## src/rtl/sgd_sched_pkg.sv

```systemverilog
// Shared types and defaults for the SGD gradient scheduler.
package sgd_sched_pkg;

  localparam int CHUNK_LOG2_DEFAULT = 9;
  localparam int MAX_BITS_DEFAULT   = 16;
  localparam int BIT_IDX_W          = 5;
  localparam int BIT_LIM_W          = BIT_IDX_W + 1;

  typedef enum logic [2:0] {
    IDLE,
    WAIT_DOT,
    STREAM,
    SAMPLE_END,
    DONE
  } sched_state_t;

  // Precision 0 is treated as 1 bit; anything above the supported maximum is capped.
  function automatic logic [BIT_LIM_W-1:0] clamp_bits(input logic [5:0] raw, input int max_bits);
    if (raw == 6'd0) begin
      return BIT_LIM_W'(1);
    end else if (int'(raw) > max_bits) begin
      return BIT_LIM_W'(max_bits);
    end else begin
      return raw;
    end
  endfunction

endpackage

```

## src/rtl/sgd_nested_loop_counter.sv

```systemverilog
// Two-level bit/chunk counter: bit index is the inner loop, chunk index the outer.
// Advances only when 'advance' is high and wraps both levels after the last position.
module sgd_nested_loop_counter
  import sgd_sched_pkg::*;
#(
  parameter int CNT_W = 12
) (
  input  logic                 clk,
  input  logic                 rst,
  input  logic                 clear,
  input  logic                 advance,
  input  logic [BIT_LIM_W-1:0] bit_limit,
  input  logic [CNT_W-1:0]     chunk_limit,
  output logic [BIT_IDX_W-1:0] bit_idx,
  output logic [CNT_W-1:0]     chunk_idx,
  output logic                 last
);

  logic bit_wrap;
  logic chunk_wrap;

  // Detect the final position of each loop level.
  always_comb begin
    bit_wrap   = ({1'b0, bit_idx} == (bit_limit - BIT_LIM_W'(1)));
    chunk_wrap = (chunk_idx == (chunk_limit - CNT_W'(1)));
    last       = bit_wrap && chunk_wrap;
  end

  // Step bit-inner, chunk-outer on each issued read.
  always_ff @(posedge clk) begin
    if (rst || clear) begin
      bit_idx   <= '0;
      chunk_idx <= '0;
    end else if (advance) begin
      if (bit_wrap) begin
        bit_idx   <= '0;
        chunk_idx <= chunk_wrap ? '0 : chunk_idx + CNT_W'(1);
      end else begin
        bit_idx <= bit_idx + BIT_IDX_W'(1);
      end
    end
  end

endmodule

```

## src/rtl/sgd_gradient_scheduler.sv

```systemverilog
// Sequences the per-sample gradient pass: for every dot-product-valid event it issues
// chunks x bits feature-FIFO reads, tracks samples/epochs and flags lost events.
// Optional performance counters are built when SGD_GRAD_SCHED_PERF_EN is defined.
module sgd_gradient_scheduler
  import sgd_sched_pkg::*;
#(
  parameter int CHUNK_LOG2 = CHUNK_LOG2_DEFAULT,
  parameter int MAX_BITS   = MAX_BITS_DEFAULT,
  parameter int CNT_W      = 12
) (
  input  logic                 clk,
  input  logic                 rst,
  input  logic                 started,
  input  logic [31:0]          number_of_epochs,
  input  logic [31:0]          number_of_samples,
  input  logic [31:0]          dimension,
  input  logic [31:0]          number_of_bits,
  input  logic                 dot_valid,
  input  logic                 fifo_a_empty,
  output logic                 fifo_a_rd_en,
  output logic [BIT_IDX_W-1:0] rd_bit_idx,
  output logic [CNT_W-1:0]     rd_chunk_idx,
  output logic                 sample_done,
  output logic                 epoch_done,
  output logic                 all_done,
  output logic                 busy,
  output logic                 overrun_err,
  output logic [31:0]          perf_stall_cnt,
  output logic [31:0]          perf_busy_cnt
);

  sched_state_t         state;
  sched_state_t         state_nxt;
  logic [31:0]          epochs_cfg;
  logic [31:0]          samples_cfg;
  logic [CNT_W-1:0]     chunks_cfg;
  logic [BIT_LIM_W-1:0] bits_cfg;
  logic [31:0]          sample_cnt;
  logic [31:0]          epoch_cnt;
  logic                 pending;
  logic                 last_read;
  logic                 sample_last;
  logic                 epoch_last;
  logic [31:0]          chunks_calc;
  logic                 unused_inputs;

  // A partial trailing chunk still costs a full chunk of reads.
  assign chunks_calc   = (dimension >> CHUNK_LOG2) + {31'b0, |dimension[CHUNK_LOG2-1:0]};
  assign sample_last   = (sample_cnt == (samples_cfg - 32'd1));
  assign epoch_last    = (epoch_cnt == (epochs_cfg - 32'd1));
  assign unused_inputs = ^{number_of_bits[31:6], chunks_calc[31:CNT_W]};

  // Next-state and strobe decode.
  always_comb begin
    state_nxt    = state;
    fifo_a_rd_en = 1'b0;
    sample_done  = 1'b0;
    epoch_done   = 1'b0;
    all_done     = 1'b0;
    busy         = 1'b0;
    case (state)
      IDLE: begin
        if (started) begin
          state_nxt = ((number_of_epochs == 32'd0) || (number_of_samples == 32'd0)) ? DONE : WAIT_DOT;
        end
      end
      WAIT_DOT: begin
        busy = 1'b1;
        if (dot_valid) begin
          state_nxt = (chunks_cfg == '0) ? SAMPLE_END : STREAM;
        end
      end
      STREAM: begin
        busy         = 1'b1;
        fifo_a_rd_en = !fifo_a_empty;
        if (fifo_a_rd_en && last_read) begin
          state_nxt = SAMPLE_END;
        end
      end
      SAMPLE_END: begin
        busy        = 1'b1;
        sample_done = 1'b1;
        epoch_done  = sample_last;
        if (sample_last && epoch_last) begin
          state_nxt = DONE;
        end else if (pending || dot_valid) begin
          state_nxt = (chunks_cfg == '0) ? SAMPLE_END : STREAM;
        end else begin
          state_nxt = WAIT_DOT;
        end
      end
      DONE: begin
        all_done = 1'b1;
        if (!started) begin
          state_nxt = IDLE;
        end
      end
      default: state_nxt = IDLE;
    endcase
  end

  // State register.
  always_ff @(posedge clk) begin
    if (rst) begin
      state <= IDLE;
    end else begin
      state <= state_nxt;
    end
  end

  // Capture run configuration when a run is requested from IDLE.
  always_ff @(posedge clk) begin
    if (rst) begin
      epochs_cfg  <= '0;
      samples_cfg <= '0;
      chunks_cfg  <= '0;
      bits_cfg    <= '0;
    end else if ((state == IDLE) && started) begin
      epochs_cfg  <= number_of_epochs;
      samples_cfg <= number_of_samples;
      chunks_cfg  <= chunks_calc[CNT_W-1:0];
      bits_cfg    <= clamp_bits(number_of_bits[5:0], MAX_BITS);
    end
  end

  // Sample and epoch progress, updated once per completed sample.
  always_ff @(posedge clk) begin
    if (rst || (state == IDLE)) begin
      sample_cnt <= '0;
      epoch_cnt  <= '0;
    end else if (state == SAMPLE_END) begin
      if (sample_last) begin
        sample_cnt <= '0;
        if (!epoch_last) begin
          epoch_cnt <= epoch_cnt + 32'd1;
        end
      end else begin
        sample_cnt <= sample_cnt + 32'd1;
      end
    end
  end

  // One-deep queue for an early dot_valid; a second early event is lost and flagged.
  always_ff @(posedge clk) begin
    if (rst) begin
      pending     <= 1'b0;
      overrun_err <= 1'b0;
    end else begin
      case (state)
        IDLE: pending <= 1'b0;
        STREAM: begin
          if (dot_valid) begin
            if (pending) begin
              overrun_err <= 1'b1;
            end else begin
              pending <= 1'b1;
            end
          end
        end
        SAMPLE_END: begin
          if (dot_valid && pending) begin
            overrun_err <= 1'b1;
          end
          pending <= 1'b0;
        end
        default: ;
      endcase
    end
  end

  sgd_nested_loop_counter #(
    .CNT_W(CNT_W)
  ) u_loop_cnt (
    .clk        (clk),
    .rst        (rst),
    .clear      (state == IDLE),
    .advance    (fifo_a_rd_en),
    .bit_limit  (bits_cfg),
    .chunk_limit(chunks_cfg),
    .bit_idx    (rd_bit_idx),
    .chunk_idx  (rd_chunk_idx),
    .last       (last_read)
  );

`ifdef SGD_GRAD_SCHED_PERF_EN
  logic run_start;
  assign run_start = (state == IDLE) && (state_nxt == WAIT_DOT);

  // Saturating stall and busy cycle counters, restarted at each run.
  always_ff @(posedge clk) begin
    if (rst || run_start) begin
      perf_stall_cnt <= '0;
      perf_busy_cnt  <= '0;
    end else begin
      if ((state == STREAM) && fifo_a_empty && (perf_stall_cnt != '1)) begin
        perf_stall_cnt <= perf_stall_cnt + 32'd1;
      end
      if (busy && (perf_busy_cnt != '1)) begin
        perf_busy_cnt <= perf_busy_cnt + 32'd1;
      end
    end
  end
`else
  assign perf_stall_cnt = '0;
  assign perf_busy_cnt  = '0;
`endif

endmodule
```

## config.mk

```make
export PLATFORM = sky130hd
export DESIGN_NAME = sgd_gradient_scheduler
export DESIGN_NICKNAME = d
export VERILOG_FILES = /design/src/rtl/sgd_sched_pkg.sv /design/src/rtl/sgd_nested_loop_counter.sv /design/src/rtl/sgd_gradient_scheduler.sv
export SDC_FILE = /design/constraint.sdc
export NUM_CORES = 1
export LEC_CHECK = 0
export ABC_AREA = 1
export CORE_MARGIN = 2
export CORE_UTILIZATION = 40
export CTS_CLUSTER_SIZE = 12
export DETAILED_ROUTE_END_ITERATION = 6
export PLACE_DENSITY = 0.61
export SYNTH_ARGS = -nofsm -noshare
export SYNTH_HDL_FRONTEND = slang
export SYNTH_SLANG_ARGS = --single-unit
export TNS_END_PERCENT = 1
```

## constraint.sdc

```tcl
create_clock -name clk -period 5.6 [get_ports clk]
set_input_delay 1.4 -clock clk [delete_from_list [all_inputs] [get_ports clk]]
set_output_delay 1.4 -clock clk [all_outputs]
set_load 0.02 [all_outputs]
```

# [Word-level counts from Yosys, hierarchy flattened]
# Index checks and enable logic that the tools add are counted.
[classes] eq_ne=15 n_addsub=9 bitwise=1 reduce_logical=24 n_mux=25 order_cmp=1
[op_table] operator="adder 32 x 1 -> 32 bit, second input constant" count=2
[op_table] operator="equality test 32 bit" count=2
[op_table] operator="zero test 32 bit" count=2
[op_table] operator="subtractor 32 x 1 -> 32 bit, second input constant" count=2
[op_table] operator="2-to-1 mux 32 bit" count=1
[op_table] operator="2-to-1 mux 3 bit" count=6
[op_table] operator="one-hot mux 3 bit (5 select lines)" count=1
[op_table] operator="adder 12 x 1 -> 12 bit" count=1
[op_table] operator="adder 12 x 1 -> 12 bit, second input constant" count=1
[op_table] operator="equality test 12 bit" count=1
[op_table] operator="zero test 12 bit" count=1
[op_table] operator="2-to-1 mux 12 bit" count=1
[op_table] operator="2-to-1 mux 6 bit" count=2
[op_table] operator="!= test 2 bit, second input constant" count=6
[op_table] operator="subtractor 12 x 1 -> 12 bit, second input constant" count=1
[op_table] operator="2-to-1 mux 1 bit" count=10
[op_table] operator="OR reduction 9 bit" count=1
[op_table] operator="AND reduction 4 bit" count=2
[op_table] operator="equality test 3 x 2 -> 1 bit, second input constant" count=2
[op_table] operator="equality test 5 x 6 -> 1 bit" count=1
[op_table] operator="> comparator 6 x 5 -> 1 bit, second input constant" count=1
[op_table] operator="zero test 6 bit" count=1
[op_table] operator="subtractor 6 x 1 -> 6 bit, second input constant" count=1
[op_table] operator="adder 5 x 1 -> 5 bit, second input constant" count=1
[op_table] operator="other kinds (16)" count=25
[totals] ff_bits=168 word_cells=86 in_bits=133 out_inout_bits=87

# [Longest topological paths before layout]
# Gate-level depths: netlist (run 1).
[logic_depth] depth_word=6 mapped_depth=20 ltp_nobuf=20

# [By module]
# Synthesis (run 1) repeated with hierarchy kept, for this count alone.
[hier_totals] hier_cells=2079 area_unflattened_um2=12680.9
[by_module_without_submodules] module="sgd_gradient_scheduler" instances=1 seq_area_each_um2=3022.9 cells_each=1822 area_per_inst_um2=11175.7
[by_module_without_submodules] module="sgd_nested_loop_counter" instances=1 seq_area_each_um2=340.3 cells_each=257 area_per_inst_um2=1505.2

# [Worst setup path before layout (run 1)]
# OpenSTA, ideal clock, no wires.
[synth_path] path_type="reg-to-output" startpoint="reg samples_cfg[0]" endpoint="out epoch_done" t_arrival_ns=2.154 path_stages_with_launch=13 slack_ns=2.046 path_buffers=0 t_required_ns=4.200 path_cell_list="dfxtp_1 inv_1 ha_1 nand3_2 nor2_4 nand2_2 nand2_2 nand2_2 nor2_1 nand2_1 nor2_1 nand3_1 nor3_1"
[synth_between] elab_chain_cells=3
[synth_rtl] item="from (decl)" line="sgd_gradient_scheduler.sv:35" rtl="logic [31:0] samples_cfg;"
[synth_rtl] item="from (signal assigned)" line="sgd_gradient_scheduler.sv:120" rtl="samples_cfg <= number_of_samples;"
[synth_rtl] item="subtractor 32 x 1 -> 32 bit" line="sgd_gradient_scheduler.sv:49" rtl="assign sample_last = (sample_cnt == (samples_cfg - 32'd1));"
[synth_rtl] item="equality test 32 bit" line="sgd_gradient_scheduler.sv:49"
[synth_rtl] item="2-to-1 mux 1 bit" line="sgd_gradient_scheduler.sv:61" rtl="case (state)"
[synth_rtl] item="to (decl)" line="sgd_gradient_scheduler.sv:24" rtl="output logic epoch_done,"
# Every way passes these cells.

# [Worst setup path after layout (run 1)]
# Ends and elaborated chain as after synthesis.

==> results by stage, run 1 <==
Timing:
- Subtracting the final worst setup slack from the clock period gives between 4 and 5 ns.
- In this run the tightest slew margin relative to its limit is a little over a quarter.
- Timing would allow up to 203 MHz.
- The number of slew-limit violations in the final report is 0.
- Setup violations remaining at the end of the flow were counted as 0.
- The final-report hold violation count is 0.
- Between clock sinks in the finished design, the worst skew comes to 0.0120 ns.
- Of the available clock period, the critical path in the final layout requires just under 90%.
- Setup repair after global routing left no endpoint under its margin.
- The final total negative setup slack is 0 ns.
- The measured slew at the worst slew-check pin is between 1 and 1.5 ns.

Critical path:
- The top fanout value on the critical path is 5.
- The gate family responsible for the most delay along the worst path is simple AND/OR/NAND/NOR gates.
- The start-to-end type of the worst setup path is register to primary output.
- The reg-to-reg endpoint is epoch_cnt[10].
- Among all stages on the critical path, the largest delay is contributed by clkdlybuf4s50_1.
- Walking the worst path, the cells encountered are inv_1 > ha_1 > nand2_4 > nor2_4 > nand2_1 > nand2_1 > nand2_1 > nor2_1 > nand3_1 > nor2_1 > nand3_1 > nor3_1 > clkdlybuf4s50_1.
- The number of cells on the critical path is 13.
- The register-to-register setup slack is 2.13 ns.
- The data required time of the worst path is 4.20 ns.
- The worst setup path is captured at a primary output.
- The element type at the critical path start is a register.
- The critical path contains buffers and inverters numbering 2 combined.
- STA puts the critical path data arrival time at 3.54 ns.
- Counting cells, the worst reg-to-reg path comes to 13.
- The stage delay of the slowest cell on the critical path is just over 0.7 ns.
- The reg-to-reg critical path startpoint is samples_cfg[0].
- Counting stages on the worst path, the most repeated cell is nand2_1.

Layout:
- After routing the design area is 14300 µm².
- The count of filler cells inserted in the layout is 3267.
- Summing all flip-flop and latch instances after layout gives 3360 µm².
- The area taken by multi-input logic gates is between 7000 and 8000 µm².
- After the last flow step, the layout net total stands at roughly 2200.
- Relative to the synthesized area, the layout overhead comes to 14.1%.
- In the layout the commonest cells are 515 x nand2_1, 266 x nor2_1, 195 x inv_1.
- The library cell used most frequently in the layout, excluding fill and tap cells, is nand2_1.
- The share of post-route cells with drive strength above 1 is between 4 and 5%.

Global route:
- For this run, the total global-route usage over all layers was measured as a little under a quarter.
- The number of antenna violations at the first check in global routing came to 6.
- The via count of the first global-routing pass is ~12000.
- The pin count of the biggest net entering global routing is about 120.
- Global routing finished with a remaining overflow of 0.
- The first global-routing pass estimated around 60000 µm of wire.

Drt:
- The count of nets left with antenna violations once routing finished came out at 0.
- The first-iteration detailed-routing DRC count is roughly 830.
- The total met2 wirelength after detailed routing is 17000 µm.
- Dividing the detail-routed wire length by the instance count gives around 15 µm.
- The met1 layer wirelength in the final routing is ~17000 µm.
- The number of iterations in the first detailed-routing pass is 7.
- The total wire length is 37100 µm.
- The highest metal layer with signal wires is met5.
- The total met3 wirelength after detailed routing is about 1800 µm.
- The number of DRC violations after detailed routing is 0.
- For this block, the via count after detailed routing is between 10000 and 15000.
- After detailed routing, the number of vias per cell comes to between 5 and 6.

Synth:
- The number of distinct library cells after synthesis is 47.
- The number of register bits inferred by synthesis is ~170.
- The synthesized area per cell is 6.28 µm².
- The cell area that synthesis handed to floorplanning was about 12000 µm².
- In the synthesized netlist, the number of instances is approximately 2000.
- Yosys mapped a number of flops with a built-in enable equal to 0.
- The sequential share of the synthesized area is between 20% and 30%.
- The Yosys step of the flow raised 0 warnings.
- The prevailing post-synth register cell is dfxtp_1.
- After synthesis, the share of flip-flops with an asynchronous set or reset is 0%.

CTS:
- The buffer depth of the longest clock path is 2.
- Clock tree synthesis found a total of around 170 sinks.
- The tree is rooted in a clkbuf_16.
- The latest clock arrival within the worst-skew pair is ~0.45 ns.
- Clock-pin slew was measured on the worst setup and hold paths at 0.06 ns.
- Buffers added to address setup during post-CTS repair amount to 0.
- The number of gates resized after CTS is 0.
- The CTS buffer count is 17.
- TritonCTS built the clock tree.
- CTS built an H-tree with a depth of 4.
- After clock tree synthesis, the flow added hold-fix buffers numbering 0.

Die:
- In this run the horizontal extent of the chip is 181 µm.
- The area inside the core boundary is 30700 µm².
- The initial core utilization is 40.8%.
- 220 I/O pins were placed.
- The number of placement rows is 64.
- The die outline area is ~33000 µm².
- The vertical extent of the die is approximately 180 µm.

Power:
- The reported leakage power is roughly 5.8 nW.
- The completed layout was analyzed and its total power is around 5.3 mW.
- The peak supply drop is between 200 and 250 µV.
- The power per cell area is ~370 nW/µm².

Run:
- The reported max-cap violation count is 0.

Hold path:
- The worst hold path terminates at overrun_err.
- The startpoint identified for the worst hold timing path is overrun_err.
- The worst hold path belongs to the class register to register.
- The worst hold path stage count is 2.

Placement:
- The congestion estimate from routability-driven global placement came to ~0.95.
- In this run the cell area measured after placement is 13700 µm².
- During placement, the flow inserted port buffers numbering 118.
- The wire-length estimate of the detail-placed layout is ~29000 µm.

Run status:
- The flow ran to the end, and the final reports show no timing, DRC or antenna violations.
==> kinds of logic (layout without fill, tap and decap cells) <==
family	after synthesis	in the layout	synth area share [%]
XOR/XNOR	140	140	10.4
adder cells (fa/ha/maj)	11	11	1.10
other	1	68	0.0300
AO/OA/AOI/OAI	232	232	9.57
buffers and inverters	327	362	12.4
flip-flops	168	168	26.9
AND/OR/NAND/NOR	1112	1112	39.7
==> worst max path at each step <==
stage / from / endpoint / slack (ns)
finish: samples_cfg[0] / epoch_done / 0.66
global route: samples_cfg[0] / epoch_done / 0.32
CTS: samples_cfg[0] / epoch_done / 0.68
detailed placement: samples_cfg[0] / epoch_done / 1.20
global placement: samples_cfg[0] / epoch_done / 1.18
floorplan: samples_cfg[0] / epoch_done / 2.05
==> per-layer routing <==
metal  up-vias  track usage, %
met2       273            37.8
li1       6484               -
met5         -               0
met3        57            4.60
met4         4            8.26
met1      5753            29.5
==> area by class of cell <==
class,instances,share of cell area (%)
Clock buffer,18,3.01
Sequential cell,168,23.6
Clock inverter,13,0.843
Tap cell,396,3.48
Inverter,206,5.43
Antenna cell,4,0.0702
Timing Repair Buffer,125,8.62
Multi-Input combinational cell,1559,55.0
==> tightest hold or removal path, delay by kind of cell, from the launching register on <==
family | cells | cell delay [ns]
buffers and inverters | 1 | 0.05
AOI/OAI and AO/OA | 1 | 0.05
DFF | 1 | 0.31
==> through the flow <==
stage	setup WS, ns	hold WS (ns)	cells	utilization (%)
CTS	0.676	0.456	2485	46.5
detailed placement	1.20	0.446	2454	44.7
finish	0.663	0.451	2489	46.5
floorplan	2.05	0.448	2054	-
global placement	1.18	0.441	2454	44.7
global route	0.320	0.474	2486	46.5
==> Yosys cell counts, types with 2 or more instances <==
| master | number | area (µm²) |
|---|---|---|
| nand2_4 | 3 | 33.8 |
| a211oi_1 | 3 | 22.5 |
| xnor3_1 | 2 | 45.0 |
| buf_4 | 71 | 533 |
| nand2_2 | 10 | 62.6 |
| inv_2 | 8 | 30.0 |
| clkbuf_1 | 39 | 146 |
| buf_2 | 3 | 15.0 |
| nor2_4 | 14 | 158 |
| xor2_2 | 3 | 48.8 |
| or2_2 | 6 | 37.5 |
| a21oi_1 | 143 | 716 |
| ha_1 | 11 | 138 |
| nand3b_1 | 17 | 128 |
| inv_1 | 195 | 732 |
| o21ai_0 | 68 | 340 |
| buf_6 | 6 | 67.6 |
| a31oi_1 | 4 | 25.0 |
| o211ai_1 | 2 | 15.0 |
| nor2_2 | 13 | 81.3 |
| dfxtp_1 | 168 | 3360 |
| o21ai_1 | 4 | 20.0 |
| nor2_1 | 266 | 998 |
| buf_1 | 2 | 7.51 |
| nand2_1 | 516 | 1940 |
| nand4_1 | 80 | 500 |
| nand3_1 | 103 | 515 |
| o22ai_1 | 2 | 12.5 |
| xnor2_1 | 46 | 403 |
| clkinv_1 | 2 | 7.51 |
| nor3_1 | 41 | 205 |
| o21bai_1 | 4 | 30.0 |
| xor2_1 | 88 | 771 |
| nor3b_1 | 6 | 45.0 |
| nor4_1 | 30 | 188 |
==> registers in the layout, summed over array words and instances (netlist names) <==
register              cells
bits_cfg                  6
chunks_cfg               12
epoch_cnt                32
epochs_cfg               32
overrun_err               1
pending                   1
sample_cnt               32
samples_cfg              32
state                     3
u_loop_cnt.bit_idx        5
u_loop_cnt.chunk_idx     12
==> report_power, final <==
| group | leakage [nW] | total (mW) | internal, mW | switching (mW) |
|---|---|---|---|---|
| registers | 1.37 | 1.51 | 1.34 | 0.169 |
| clock network | 0.264 | 1.14 | 0.613 | 0.525 |
| logic | 4.22 | 2.67 | 0.866 | 1.81 |
| total | 5.85 | 5.32 | 2.82 | 2.50 |
(Power assumes the default switching activity.)
==> run 2, diff against run 1 <==
- CORE_UTILIZATION: 40 -> 59
- PLACE_DENSITY: 0.61 -> 0.86
==> run 2 against run 1 <==
Effect of this change:
- final cell count shrank 4.9%
- sequential power barely moved
- maximum frequency is 0.87% lower
- via count is 3.3% higher
- hold slack improved by 0.025 ns
- design area shrank 0.67%
==> results by stage, run 2 (synthesis gave the netlist of run 1 again) <==
Run status:
- The flow ran to the end, and the final reports show no timing, DRC or antenna violations.

Power:
- The worst-case IR drop observed on VDD is around 270 µV.
- The power dissipated by switching net loads is around 2.6 mW.
- The share of total power dissipated in sequential elements is roughly 28%.
- Net switching is roughly 47% of the power.
- The share of power burned in combinational logic is between 40% and 50%.
- In this run the static leakage power is between 5 and 6 nW.
- The design draws 5.41 mW.
- The share of total power in the clock network is 22.8%.
- Cell internal power was estimated by the tool at 2.86 mW.
- Power spread over the standard cell area amounts to around 380 nW/µm².

CTS:
- The CTS buffer count is 17.
- The sink count of the clock tree is 168.
- TritonCTS built the clock tree.
- In this run the clock root is driven by a clkbuf_16.
- The buffer depth of the longest clock path is 2.
- The H-tree generated during clock tree synthesis spans 4 levels.
- Hold repair after CTS inserted 0 buffers.
- The number of gates resized after CTS is 0.
- Post-CTS timing repair inserted 0 buffers for setup.
- After clock tree synthesis, the clock-pin slew on the worst setup and hold paths is ~0.07 ns.
- For the worst-skew pair, the clock arrives at the later sink with an insertion delay of roughly 0.45 ns.

Hold path:
- The tightest min-delay check is of the register to register type.

Critical path:
- In this run the worst path has a maximum fanout of 5.
- The most critical setup path has its startpoint at samples_cfg[0].
- In this run the critical register-to-register path is captured at epoch_cnt[8].
- The critical path in this run is classified as register to primary output.
- STA classifies the critical path startpoint as a register.
- Data on the critical path is required at its endpoint by roughly 4.2 ns.
- The data arrival at the endpoint of the critical path is roughly 3.6 ns.
- The kind of end point of the critical path is a primary output.
- The most critical setup path has its endpoint at epoch_done.
- The startpoint identified for the worst register-to-register timing path is samples_cfg[0].
- Measured in cells, the most critical reg-to-reg path has a length of 14.
- The register-to-register setup slack is approximately 2.2 ns.

Timing:
- Setup repair after global routing left no endpoint under its margin.
- The final-report hold violation count is 0.
- For the finished layout, the period the worst path requires is 4.98 ns.
- The final total negative setup slack is 0 ns.
- The measured slew at the worst slew-check pin is between 1 and 1.5 ns.
- Derived from the worst setup path, the maximum achievable clock frequency is ~200 MHz.
- The number of slew-limit violations in the final report came to 0.
- Across the routed clock network, the largest skew measured is 0.0150 ns.
- Dividing the final minimum period by the clock period gives just under 90%.
- Measured against its own limit, the worst slew margin works out to a little under a quarter.
- Setup violations remaining at the end of the flow were counted as 0.

Layout:
- The top cell types in the final layout, fill and taps aside, are 515 x nand2_1, 266 x nor2_1, 195 x inv_1.
- The post-route netlist has a little under 5% of its cells at a drive strength greater than 1.
- Leaving out fill and tap cells, the most frequent cell in the layout is nand2_1.
- The number of nets in the layout is between 2000 and 2500.
- Compared with the post-synthesis result, the final layout area differs by 13.3%.
- The finished layout holds ~2400 standard cells, fillers aside.
- The area of all placed cells without fillers is roughly 14000 µm².

Drt:
- The vias per cell is ~5.5.
- The routed layout has around 13000 vias.
- The number of nets with antenna violations after routing is 0.
- The number of iterations in the first detailed-routing pass is 6.
- After detailed routing, the number of remaining DRC violations is 0.
- For this block, the routed nets add up to between 30000 and 40000 µm of wire.
- The first-iteration detailed-routing DRC count is a little over 900.
- Dividing the detail-routed wire length by the instance count gives about 15 µm.

Die:
- The area inside the core boundary is approximately 21000 µm².
- The top-level I/O count is 220.
- Row generation in the floorplan step produced between 50 and 60 rows.
- The initial core utilization is 59.8%.
- From left edge to right edge, the die measures 150 µm.
- The die outline area is between 20000 and 25000 µm².
- The vertical extent of the die is roughly 150 µm.

Global route:
- The first global-routing pass estimated around 58000 µm of wire.
- The via count of the first global-routing pass is between 10000 and 15000.
- The aggregate global-route resource usage is 32.2%.
- The sum of overflow across all layers after global routing is 0.
- The number of antenna violations at the first check in global routing is 1.
- Entering global routing, the biggest net connects 118 pins.

Placement:
- The number of buffer cells added on primary ports is 118.
- The total half-perimeter wirelength after legalization and detailed placement is 28200 µm.
- The last weighted congestion value of the routability-driven placer is about 1.
- The number of placed instances with taps included is between 2000 and 2500.
- The placement-stage cell area is 13500 µm².

Run:
- The reported max-cap violation count is 0.
[run 2: power groups by stage]
stage / clock network, mW / logic, mW / registers, mW
6_report: 1.24 / 2.67 / 1.51
3_3_place_gp: 0 / 2.56 / 1.53
2_1_floorplan: 0 / 2.06 / 1.49
4_1_cts: 1.25 / 2.63 / 1.51
3_5_place_dp: 0 / 2.61 / 1.53
5_1_grt: 1.30 / 2.99 / 1.53
[run 2: layout make-up]
class | instances | area (µm²)
Clock buffer | 18 | 439
Timing Repair Buffer | 125 | 1230
Sequential cell | 168 | 3360
Clock inverter | 14 | 174
Inverter | 206 | 774
Multi-Input combinational cell | 1559 | 7840
Antenna cell | 1 | 2.50
Fill cell | 1871 | 6730
Tap cell | 275 | 344
[run 2: through the flow]
step	util (%)	worst slack, ns	hold slack (ns)
after floorplan	-	2.05	0.448
after global routing	67.8	0.376	0.497
final	67.8	0.619	0.477
after global placement	64.8	1.12	0.438
after detailed placement	64.8	1.17	0.451
after CTS	67.8	0.661	0.479
[run 2: worst min path at each step]
stage / start / end / slack, ns / depth (start not counted)
3_3_place_gp: overrun_err / overrun_err / 0.44 / 2
6_report: bits_cfg[5] / bits_cfg[5] / 0.48 / 2
2_1_floorplan: bits_cfg[5] / bits_cfg[5] / 0.45 / 2
5_1_grt: overrun_err / overrun_err / 0.50 / 2
4_1_cts: bits_cfg[5] / bits_cfg[5] / 0.48 / 2
3_5_place_dp: overrun_err / overrun_err / 0.45 / 2
[run 2: critical path, stage by stage, from the launching register on]
cell and delay (ns):
dfxtp_1 0.31, inv_1 0.17, ha_1 0.35, inv_1 0.07
nand2_1 0.08, nand2_1 0.05, nand2_1 0.08, nand2_1 0.06
nor2_1 0.19, nand3_1 0.11, nor2_1 0.19, nand2_1 0.08
nor2_1 0.09, nand3_1 0.14, nor3_1 0.45, clkdlybuf4s50_1 0.72
[run 2: layer usage]
metal	up-vias	part of all wire, %	GRT usage [%]	routed length (µm)
li1	6492	-	-	-
met1	5935	43	40.8	15500
met2	468	46	54.0	16600
met3	90	7.2	6.49	2580
met4	0	3.4	12.0	1210
met5	-	0	0	0
